### src/rtl/mac_result_quant.sv
// Quantizes signed MAC result lanes (scale, bias, round, shift, saturate), packs pairs of
// input words into one output word of int8 results and buffers them in a small output FIFO.
module mac_result_quant #(
   parameter int GBUS_DATA  = 64,
   parameter int ODATA_BIT  = 16,
   parameter int IDATA_BIT  = 8,
   parameter int FIFO_DEPTH = 4,
   parameter int LEN_BIT    = 8
) (
   input  logic                 clk,
   input  logic                 rstn,
   input  logic                 start,
   input  logic [LEN_BIT-1:0]   cfg_row_words,
   input  logic [ODATA_BIT-1:0] cfg_quant_scale,
   input  logic [ODATA_BIT-1:0] cfg_quant_bias,
   input  logic [ODATA_BIT-1:0] cfg_quant_shift,
   input  logic [GBUS_DATA-1:0] gbus_rdata,
   input  logic                 gbus_rvalid,
   output logic [GBUS_DATA-1:0] out_data,
   output logic                 out_valid,
   output logic                 out_last,
   input  logic                 out_ready,
   output logic                 busy,
   output logic                 done,
   output logic                 overflow,
   output logic [1:0]           dbg_state
);

   localparam int LANES = GBUS_DATA / ODATA_BIT;
   localparam int PW    = 2 * ODATA_BIT;
   localparam int SW    = PW + 2;
   localparam int HALF  = LANES * IDATA_BIT;
   localparam int AW    = $clog2(FIFO_DEPTH);
   localparam int EW    = GBUS_DATA + 1;

   localparam logic [1:0] S_IDLE  = 2'd0;
   localparam logic [1:0] S_RUN   = 2'd1;
   localparam logic [1:0] S_DRAIN = 2'd2;

   localparam logic signed [SW-1:0] SAT_MAX = SW'((1 << (IDATA_BIT - 1)) - 1);
   localparam logic signed [SW-1:0] SAT_MIN = ~SAT_MAX;

   // Handshakes: gbus_rvalid has no back-pressure, every RUN-state beat is consumed;
   // an output word transfers on a rising edge where out_valid and out_ready are both 1.

   logic [1:0]                  r_state;
   logic [LEN_BIT-1:0]          r_word_cnt;
   logic [LEN_BIT-1:0]          r_row_words;
   logic signed [ODATA_BIT-1:0] r_scale;
   logic signed [ODATA_BIT-1:0] r_bias;
   logic [4:0]                  r_shift;
   logic                        r_overflow;

   logic                        r_s1_valid, r_s1_odd, r_s1_last;
   logic signed [PW-1:0]        r_s1_prod [LANES];
   logic                        r_s2_valid, r_s2_odd, r_s2_last;
   logic signed [SW-1:0]        r_s2_val [LANES];
   logic                        r_s3_valid, r_s3_odd, r_s3_last;
   logic [HALF-1:0]             r_s3_bytes;
   logic [HALF-1:0]             r_pack_lo;

   logic [EW-1:0]               r_mem [FIFO_DEPTH];
   logic [AW:0]                 r_wr_ptr;
   logic [AW:0]                 r_rd_ptr;

   logic                        w_start_acc;
   logic                        w_empty_row;
   logic                        w_accept;
   logic [LEN_BIT-1:0]          w_cnt_next;
   logic                        w_in_last;
   logic signed [PW-1:0]        w_scale_x;
   logic signed [SW-1:0]        w_bias_x;
   logic signed [SW-1:0]        w_round;
   logic signed [PW-1:0]        w_lane_x [LANES];
   logic signed [PW-1:0]        w_prod [LANES];
   logic signed [SW-1:0]        w_sum [LANES];
   logic signed [SW-1:0]        w_shifted [LANES];
   logic [HALF-1:0]             w_sat_bytes;
   logic                        w_push;
   logic                        w_push_last;
   logic [GBUS_DATA-1:0]        w_push_data;
   logic                        w_empty;
   logic                        w_full;
   logic                        w_pop;
   logic                        w_push_ok;
   logic                        w_drop;
   logic [EW-1:0]               w_head;
   logic                        w_unused_shift;

   assign w_unused_shift = ^cfg_quant_shift[ODATA_BIT-1:5];

   assign w_start_acc = (r_state == S_IDLE) && start;
   assign w_empty_row = (r_state == S_RUN) && (r_row_words == '0);
   assign w_accept    = (r_state == S_RUN) && gbus_rvalid && !w_empty_row;
   assign w_cnt_next  = r_word_cnt + LEN_BIT'(1);
   assign w_in_last   = (w_cnt_next == r_row_words);

   always_ff @(posedge clk) begin
      if (rstn) begin
         r_state     <= S_IDLE;
         r_word_cnt  <= '0;
         r_row_words <= '0;
         r_scale     <= '0;
         r_bias      <= '0;
         r_shift     <= '0;
      end else begin
         case (r_state)
            S_IDLE: begin
               if (start) begin
                  r_row_words <= cfg_row_words;
                  r_scale     <= cfg_quant_scale;
                  r_bias      <= cfg_quant_bias;
                  r_shift     <= cfg_quant_shift[4:0];
                  r_word_cnt  <= '0;
                  r_state     <= S_RUN;
               end
            end
            S_RUN: begin
               if (w_empty_row) begin
                  r_state <= S_IDLE;
               end else if (gbus_rvalid) begin
                  r_word_cnt <= w_cnt_next;
                  if (w_in_last) r_state <= S_DRAIN;
               end
            end
            S_DRAIN: begin
               if (w_push_last) r_state <= S_IDLE;
            end
            default: r_state <= S_IDLE;
         endcase
      end
   end

   always_ff @(posedge clk) begin
      if (rstn)             r_overflow <= 1'b0;
      else if (w_start_acc) r_overflow <= 1'b0;
      else if (w_drop)      r_overflow <= 1'b1;
   end

   assign w_scale_x = {{(PW-ODATA_BIT){r_scale[ODATA_BIT-1]}}, r_scale};
   assign w_bias_x  = {{(SW-ODATA_BIT){r_bias[ODATA_BIT-1]}}, r_bias};
   assign w_round   = (r_shift == 5'd0) ? '0 : (SW'(1) << (r_shift - 5'd1));

   // Two guard bits above the product keep product + bias + round from wrapping.
   always_comb begin
      w_sat_bytes = '0;
      for (int k = 0; k < LANES; k++) begin
         w_lane_x[k]  = {{(PW-ODATA_BIT){gbus_rdata[k*ODATA_BIT+ODATA_BIT-1]}},
                         gbus_rdata[k*ODATA_BIT +: ODATA_BIT]};
         w_prod[k]    = w_lane_x[k] * w_scale_x;
         w_sum[k]     = {{2{r_s1_prod[k][PW-1]}}, r_s1_prod[k]} + w_bias_x + w_round;
         w_shifted[k] = w_sum[k] >>> r_shift;
         if (r_s2_val[k] > SAT_MAX)
            w_sat_bytes[k*IDATA_BIT +: IDATA_BIT] = SAT_MAX[IDATA_BIT-1:0];
         else if (r_s2_val[k] < SAT_MIN)
            w_sat_bytes[k*IDATA_BIT +: IDATA_BIT] = SAT_MIN[IDATA_BIT-1:0];
         else
            w_sat_bytes[k*IDATA_BIT +: IDATA_BIT] = r_s2_val[k][IDATA_BIT-1:0];
      end
   end

   always_ff @(posedge clk) begin
      if (rstn) begin
         r_s1_valid <= 1'b0;
         r_s1_odd   <= 1'b0;
         r_s1_last  <= 1'b0;
         r_s2_valid <= 1'b0;
         r_s2_odd   <= 1'b0;
         r_s2_last  <= 1'b0;
         r_s3_valid <= 1'b0;
         r_s3_odd   <= 1'b0;
         r_s3_last  <= 1'b0;
         r_s3_bytes <= '0;
         r_pack_lo  <= '0;
         for (int k = 0; k < LANES; k++) begin
            r_s1_prod[k] <= '0;
            r_s2_val[k]  <= '0;
         end
      end else begin
         r_s1_valid <= w_accept;
         r_s1_odd   <= r_word_cnt[0];
         r_s1_last  <= w_in_last;
         r_s2_valid <= r_s1_valid;
         r_s2_odd   <= r_s1_odd;
         r_s2_last  <= r_s1_last;
         r_s3_valid <= r_s2_valid;
         r_s3_odd   <= r_s2_odd;
         r_s3_last  <= r_s2_last;
         r_s3_bytes <= w_sat_bytes;
         for (int k = 0; k < LANES; k++) begin
            r_s1_prod[k] <= w_prod[k];
            r_s2_val[k]  <= w_shifted[k];
         end
         if (r_s3_valid && !r_s3_odd) r_pack_lo <= r_s3_bytes;
      end
   end

   // An even word waits in r_pack_lo unless it closes the row, then it goes out alone.
   assign w_push      = r_s3_valid && (r_s3_odd || r_s3_last);
   assign w_push_last = w_push && r_s3_last;
   assign w_push_data = r_s3_odd ? {r_s3_bytes, r_pack_lo}
                                 : {{(GBUS_DATA-HALF){1'b0}}, r_s3_bytes};

   assign w_empty   = (r_wr_ptr == r_rd_ptr);
   assign w_full    = (r_wr_ptr[AW] != r_rd_ptr[AW]) &&
                      (r_wr_ptr[AW-1:0] == r_rd_ptr[AW-1:0]);
   assign w_pop     = !w_empty && out_ready;
   assign w_push_ok = w_push && (!w_full || w_pop);
   assign w_drop    = w_push && w_full && !w_pop;
   assign w_head    = r_mem[r_rd_ptr[AW-1:0]];

   always_ff @(posedge clk) begin
      if (rstn) begin
         r_wr_ptr <= '0;
         r_rd_ptr <= '0;
         for (int i = 0; i < FIFO_DEPTH; i++) r_mem[i] <= '0;
      end else begin
         if (w_push_ok) begin
            r_mem[r_wr_ptr[AW-1:0]] <= {w_push_last, w_push_data};
            r_wr_ptr                <= r_wr_ptr + (AW+1)'(1);
         end
         if (w_pop) r_rd_ptr <= r_rd_ptr + (AW+1)'(1);
      end
   end

   assign out_valid = !w_empty;
   assign out_data  = w_empty ? '0 : w_head[GBUS_DATA-1:0];
   assign out_last  = !w_empty && w_head[GBUS_DATA];
   assign busy      = (r_state != S_IDLE) || !w_empty;
   assign done      = ((r_state == S_DRAIN) && w_push_last) || w_empty_row;
   assign overflow  = r_overflow;
   assign dbg_state = r_state;

endmodule

### config.mk
export PLATFORM = sky130hd
export DESIGN_NAME = mac_result_quant
export DESIGN_NICKNAME = d
export VERILOG_FILES = /design/src/rtl/mac_result_quant.sv
export SDC_FILE = /design/constraint.sdc
export NUM_CORES = 2
export LEC_CHECK = 0
export ABC_AREA = 1
export BUFFER_PORTS_ARGS = -buffer_cell sky130_fd_sc_hd__buf_4
export CORE_UTILIZATION = 40
export CTS_CLUSTER_SIZE = 40
export DETAILED_ROUTE_END_ITERATION = 6
export GPL_ROUTABILITY_DRIVEN = 1
export GPL_TIMING_DRIVEN = 0
export HOLD_SLACK_MARGIN = 0.1
export MAX_ROUTING_LAYER = met4
export PLACE_DENSITY_LB_ADDON = 0.15
export SKIP_CTS_REPAIR_TIMING = 1
export SYNTH_ARGS = -nofsm -noshare
export SYNTH_HDL_FRONTEND = slang
export SYNTH_SLANG_ARGS = --single-unit
### constraint.sdc
create_clock -name clk -period 12.4 [get_ports clk]
set_input_delay 2.48 -clock clk [delete_from_list [all_inputs] [get_ports clk]]
set_output_delay 2.48 -clock clk [all_outputs]
set_load 0.005 [all_outputs]
* Word level (Yosys, flattened, before mapping)
Memories as Yosys holds them, arrays and structs flattened. A register that Yosys moved wholly into a read port is not among the register bits.
Index checks and enable logic that the tools add are counted.
** Cells by class
- Add/subtract/negate cells :: 12
- Multipliers :: 4
- Div/mod/pow operators :: 0
- Order comparisons :: 8
- Equality and inequality tests :: 12
- Shift operators :: 5
- Multiplexer cells :: 40
- Bitwise logic cells :: 8
- Reduce and logical (&&, ||, !) cells :: 37
** Operator list (count)
- 2-to-1 mux 34 bit :: 5
- adder 34 bit :: 4
- > comparator 34 x 8 -> 1 bit (second input constant) :: 4
- < comparator 34 x 8 -> 1 bit (second input constant) :: 4
- >>> shifter 34 x 5 -> 34 bit :: 4
- adder 32 x 16 -> 33 bit :: 4
- multiplier 16 x 16 -> 32 bit :: 4
- 2-to-1 mux 32 bit :: 4
- 2-to-1 mux 64 bit :: 2
- 2-to-1 mux 65 bit :: 1
- OR reduction 65 bit :: 1
- 2-to-1 mux 8 bit :: 7
- << shifter 1 x 5 -> 34 bit (first input constant) :: 1
- 2-to-1 mux 7 bit :: 4
- 2-to-1 mux 2 bit :: 8
- one-hot mux 8 bit (2 select lines) :: 1
- logical AND 1 bit :: 14
- OR reduction 2 bit :: 5
- adder 8 x 1 -> 8 bit (second input constant) :: 1
- equality test 8 bit :: 1
- logical NOT 8 bit :: 1
- != test 2 bit (second input constant) :: 4
- bitwise OR 1 bit :: 8
- AND reduction 4 bit :: 2
- other kinds (16) :: 32
** Word-level totals
- Register bits :: 135
- Bits in latches :: 0
- RAM bits :: 524
- ROM bits :: 0
- Input bits :: 125
- Output and inout port bits :: 71
- Logic and storage cells :: 153
- Memories kept :: 3
** Memories
- r_mem :: depth 4, bits a word 65, rd ports 1, clocked after Yosys merged registers in 1, wr ports 4, RTL line 62 : logic [EW-1:0] r_mem [FIFO_DEPTH];
- r_s2_val :: depth 4, bits a word 34, rd ports 4, clocked after Yosys merged registers in 0, wr ports 4, RTL line 57 : logic signed [SW-1:0] r_s2_val [LANES];
- r_s1_prod :: depth 4, bits a word 32, rd ports 4, clocked after Yosys merged registers in 0, wr ports 4, RTL line 55 : logic signed [PW-1:0] r_s1_prod [LANES];

* Longest topological paths before layout
- Depth after elaboration :: 10
- Mapped depth :: 36
- Depth with buffers taken out :: 36

* Least setup slack after synthesis
OpenSTA, ideal clock, no wires.
- Path kind :: input port to flip-flop
- Start :: input port out_ready
- End :: memory r_mem[3][0] in the netlist's numbering, enable pin
- Library setup time :: 584 ps
- Arrival time :: 7573 ps
- Required time :: 11816 ps
- Slack :: 4242 ps
- Stages :: 4
- Buffers on the path :: 0
- Cells stage by stage :: nand2_1 -> nand4_1 -> nand2_1 -> o31ai_1
** RTL lines
- start, declared :: RTL line 22 : input logic out_ready,
- end, declared :: RTL line 62

==> flow_summary.rst <==
.. list-table::
   :header-rows: 1

   * - Metric
     - Value
   * - Post-Place Setup Slack
     - 2.530 ns
   * - DRC violations left
     - 10
   * - Number of port buffers
     - approximately 140
   * - List of most frequent post-synthesis cells
     - sky130_fd_sc_hd__nand2_1 (2683), sky130_fd_sc_hd__inv_1 (2371), sky130_fd_sc_hd__nor2_1 (1141), sky130_fd_sc_hd__fa_1 (1056), sky130_fd_sc_hd__nand3_1 (923)
   * - Most used DFF post-synth
     - sky130_fd_sc_hd__dfxtp_1
   * - Core area
     - 0.2146 mm²
   * - Overflow left after global routing
     - 0
   * - Clock tree sinks
     - 661
   * - Fraction of the mapped netlist area in simple logic gates
     - between 20% and 30%
   * - Filler-free cell count of the finished design
     - 15030
   * - Antenna viol nets, final
     - 0
   * - RSZ-0062 raised after global routing
     - no
   * - Cell with the most instances after synthesis
     - sky130_fd_sc_hd__nand2_1
   * - Hold_sp
     - r_s2_odd
   * - Violations in the final reports
     - design-rule violations, max-capacitance violations, max-slew violations
   * - Most area-consuming cells after synthesis
     - sky130_fd_sc_hd__fa_1 (24%), sky130_fd_sc_hd__nand2_1 (12%), sky130_fd_sc_hd__inv_1 (10%)
   * - Startpoint of the lowest-slack register-to-register path
     - r_scale[15]
   * - Top-area cell type share of the netlist area
     - 24.49%
   * - CTS Root Buffer Type
     - sky130_fd_sc_hd__clkbuf_16
   * - Number of cells produced by synthesis
     - 11880
   * - Required time worst endpoint
     - 12.95 ns
   * - Crit. End Element
     - flip-flop
   * - Pin slew with the least headroom to its limit
     - approximately 1.6 ns
   * - Detailed Route WL
     - between 300 and 400 mm
   * - DIE AREA
     - between 0.2 and 0.25 mm²
   * - Initial core utilization
     - 40.23%
   * - Reg-to-reg slack, setup
     - 3.71 ns
   * - Total Routing Usage GR
     - 36.64%
   * - Drt wl/cell
     - 25.90 µm
   * - Crit path launch
     - gbus_rdata[11]
   * - Worst stage delay on the critical path
     - around 0.70 ns
   * - Post-synth EDFFs
     - 260
   * - Result of the run
     - finished with violations
   * - Worst hold path type
     - reg2reg
   * - Final Cell Area
     - 0.09392 mm²
   * - Maximum fanout encountered on the critical timing path
     - 10
   * - Worst-skew pair later-pin latency
     - ~0.75 ns
   * - Share of the synthesized area in compound gates (AO/OA/AOI/OAI)
     - 8.952%
   * - F_max
     - 107.6 MHz
   * - Adder-cell share of the synthesized area
     - 33.02%
   * - Placed Area
     - 0.09125 mm²
   * - Relative max-transition margin
     - -8.221%
   * - Most Frequent Cell on Critical Path
     - sky130_fd_sc_hd__fa_1
   * - Final setup violation count
     - 0
   * - Setup clock skew after layout
     - 0.06436 ns
   * - Clock transition at the registers of the reported paths
     - 0.06 ns
   * - Combinational family with the most area after synthesis
     - adder cells
   * - Worst-path cell with the longest stage delay
     - sky130_fd_sc_hd__clkbuf_1
   * - Wire length of the first global-routing pass
     - about 560 mm
   * - Crit path max-delay family
     - adder cells
   * - Critical-path cell list
     - clkbuf_1 > clkbuf_1 > nand2_1 > fa_1 > fa_1 > inv_1 > fa_1 > fa_1 > fa_1 > inv_1 > fa_1 > inv_1 > ha_1 > nand2_1 > nor2_1 > o21ai_0 > and2_1 > o211ai_1 > a21o_1 > a21boi_0 > o21ai_0 > o21ai_0 > a21oi_1
   * - DIE WIDTH
     - 466.6 µm
   * - Initial drt markers
     - 7385
   * - Detail Placement HPWL
     - 328.5 mm
   * - #FFs+latches synth
     - roughly 660
   * - Category of the most critical setup path
     - in2reg
   * - Number of placed cells counting well taps
     - 14870
   * - Vert. Die Dim
     - 466.6 µm
   * - Reg-to-reg endpoint
     - r_s1_prod[1][29]
   * - Min setup slack post-route
     - around 3.1 ns
   * - Xor/xnor share of the synthesized area
     - 2.303%
   * - Hold path depth
     - 2
   * - TritonCTS clock tree
     - done
   * - Type of element launching the critical path
     - input port
   * - Max-Cap Viols
     - 5
   * - GP Congestion
     - 1.021
   * - Synth unique cells
     - 62
   * - Vias after detailed routing
     - 80880
   * - Fraction of synthesis flops using an asynchronous set or reset pin
     - 0%
   * - Critical path buffers and inverters
     - 5
   * - Largest area contributor in the synthesized netlist
     - sky130_fd_sc_hd__fa_1
   * - Endpoints failing hold
     - 0
   * - Fraction of synthesized area in multiplexers
     - less than 1%
   * - Smallest hold slack
     - approximately 0.40 ns
   * - Sequential share of the synthesized area
     - approximately 18%
   * - Level count of the clock H-tree
     - 3
   * - Antenna violations before repair
     - 22
   * - Cts bufs inserted
     - approximately 80
   * - Number of global-route vias before repair
     - 80500
   * - Syn Nets
     - 13650
   * - Post-layout net count
     - around 14000
   * - Avg Inst Size Synth
     - approximately 7.3 µm²
   * - Share of layout cells above drive strength 1
     - 4.083%
   * - Cell Area, Synth
     - 0.08634 mm²
   * - Number of pins with negative max-slew slack in the final report
     - 31
   * - Maximum number of pins on one net before global-route repair
     - 69
   * - Reg2Reg Depth
     - 24
   * - I/O Pins
     - 196
   * - Post-layout min period
     - 9.298 ns
   * - Worst hold path endpoint
     - r_s3_odd
   * - Std-Cell Rows
     - 170
   * - Number of buffers on the longest clock path
     - 3
   * - Via density per instance
     - 5.383
   * - Crit share post-route
     - roughly three quarters
   * - DRT Pass-1 Iters
     - 7
   * - Yosys Warn Count
     - 0
   * - Arrival time of the worst setup path
     - 9.85 ns
   * - Post-synthesis to final-layout area growth
     - 8.787%
registers in the layout, indices dropped and copies added (netlist names), 5 cells and up, named ones only:
name	flops
r_scale	16
r_s1_prod	128
r_pack_lo	32
r_s2_val	136
r_s3_bytes	32
r_shift	5
r_bias	16
r_word_cnt	8
r_row_words	8
r_mem	260
cell usage in the layout, fill, tap and decap left out, types with 115 or more instances in the layout:
cell type	count
sky130_fd_sc_hd__a21oi_1	624
sky130_fd_sc_hd__buf_4	145
sky130_fd_sc_hd__clkbuf_1	337
sky130_fd_sc_hd__dfxtp_1	400
sky130_fd_sc_hd__edfxtp_1	260
sky130_fd_sc_hd__fa_1	1056
sky130_fd_sc_hd__ha_1	589
sky130_fd_sc_hd__inv_1	2371
sky130_fd_sc_hd__nand2_1	2680
sky130_fd_sc_hd__nand3_1	923
sky130_fd_sc_hd__nor2_1	1141
sky130_fd_sc_hd__o21ai_0	423
sky130_fd_sc_hd__xor2_1	115
worst max path at each step:
stage | end | slack (ns) | depth (start not counted)
CTS | r_s1_prod[0][31] | 3.27 | 23
finish | r_s1_prod[0][31] | 3.10 | 23
detailed placement | r_s1_prod[0][31] | 2.53 | 23
global route | r_s1_prod[0][31] | 2.64 | 23
global placement | r_mem[3][39] | -0.30 | 5
floorplan | r_mem[3][0] | 4.24 | 4
area by class of cell:
cell class	instances	area, µm²
multi-input combinational	8326	59610
fill	22550	120700
buffer	505	2016
clock buffer	96	2081
inverter	2385	8952
tap	2838	3551
antenna	16	40.04
timing repair buffer	150	1289
sequential	661	15840
clock inverter	49	545.5
layer usage:
metal	GRT usage, %	part of all wire, %	up-vias
met2	58.23	46	3191
met1	45.52	41	39630
li1	-	-	37330
met5	-	0	-
met3	4.397	6.1	724
met4	19.69	6.3	0
cells by family (layout without fill, tap and decap cells):
group / count (synthesis) / count (layout)
multiplexers: 38 / 38
AO/OA/AOI/OAI: 1375 / 1375
adder cells (fa/ha/maj): 1645 / 1645
buffers and inverters: 2890 / 3185
AND/OR/NAND/NOR: 5041 / 5041
flip-flops: 661 / 661
XOR/XNOR: 227 / 227
other: 0 / 16
stage by stage:
| step | setup TNS, ns | util, % |
|---|---|---|
| floorplan | 0 | - |
| global placement | -18.53 | 42.37 |
| detailed placement | 0 | 42.52 |
| CTS | 0 | 43.74 |
| global route | 0 | 43.76 |
| finish | 0 | 43.76 |
tightest hold or removal path, delay by kind of cell (launching register included):
family / cells / cell delay (ns)
buf+inv: 1 / 0.04
simple gates: 1 / 0.03
flops: 1 / 0.30
Power is not shown: default switching activity piles up to over one toggle a cycle in this logic, so the estimate is an artifact.
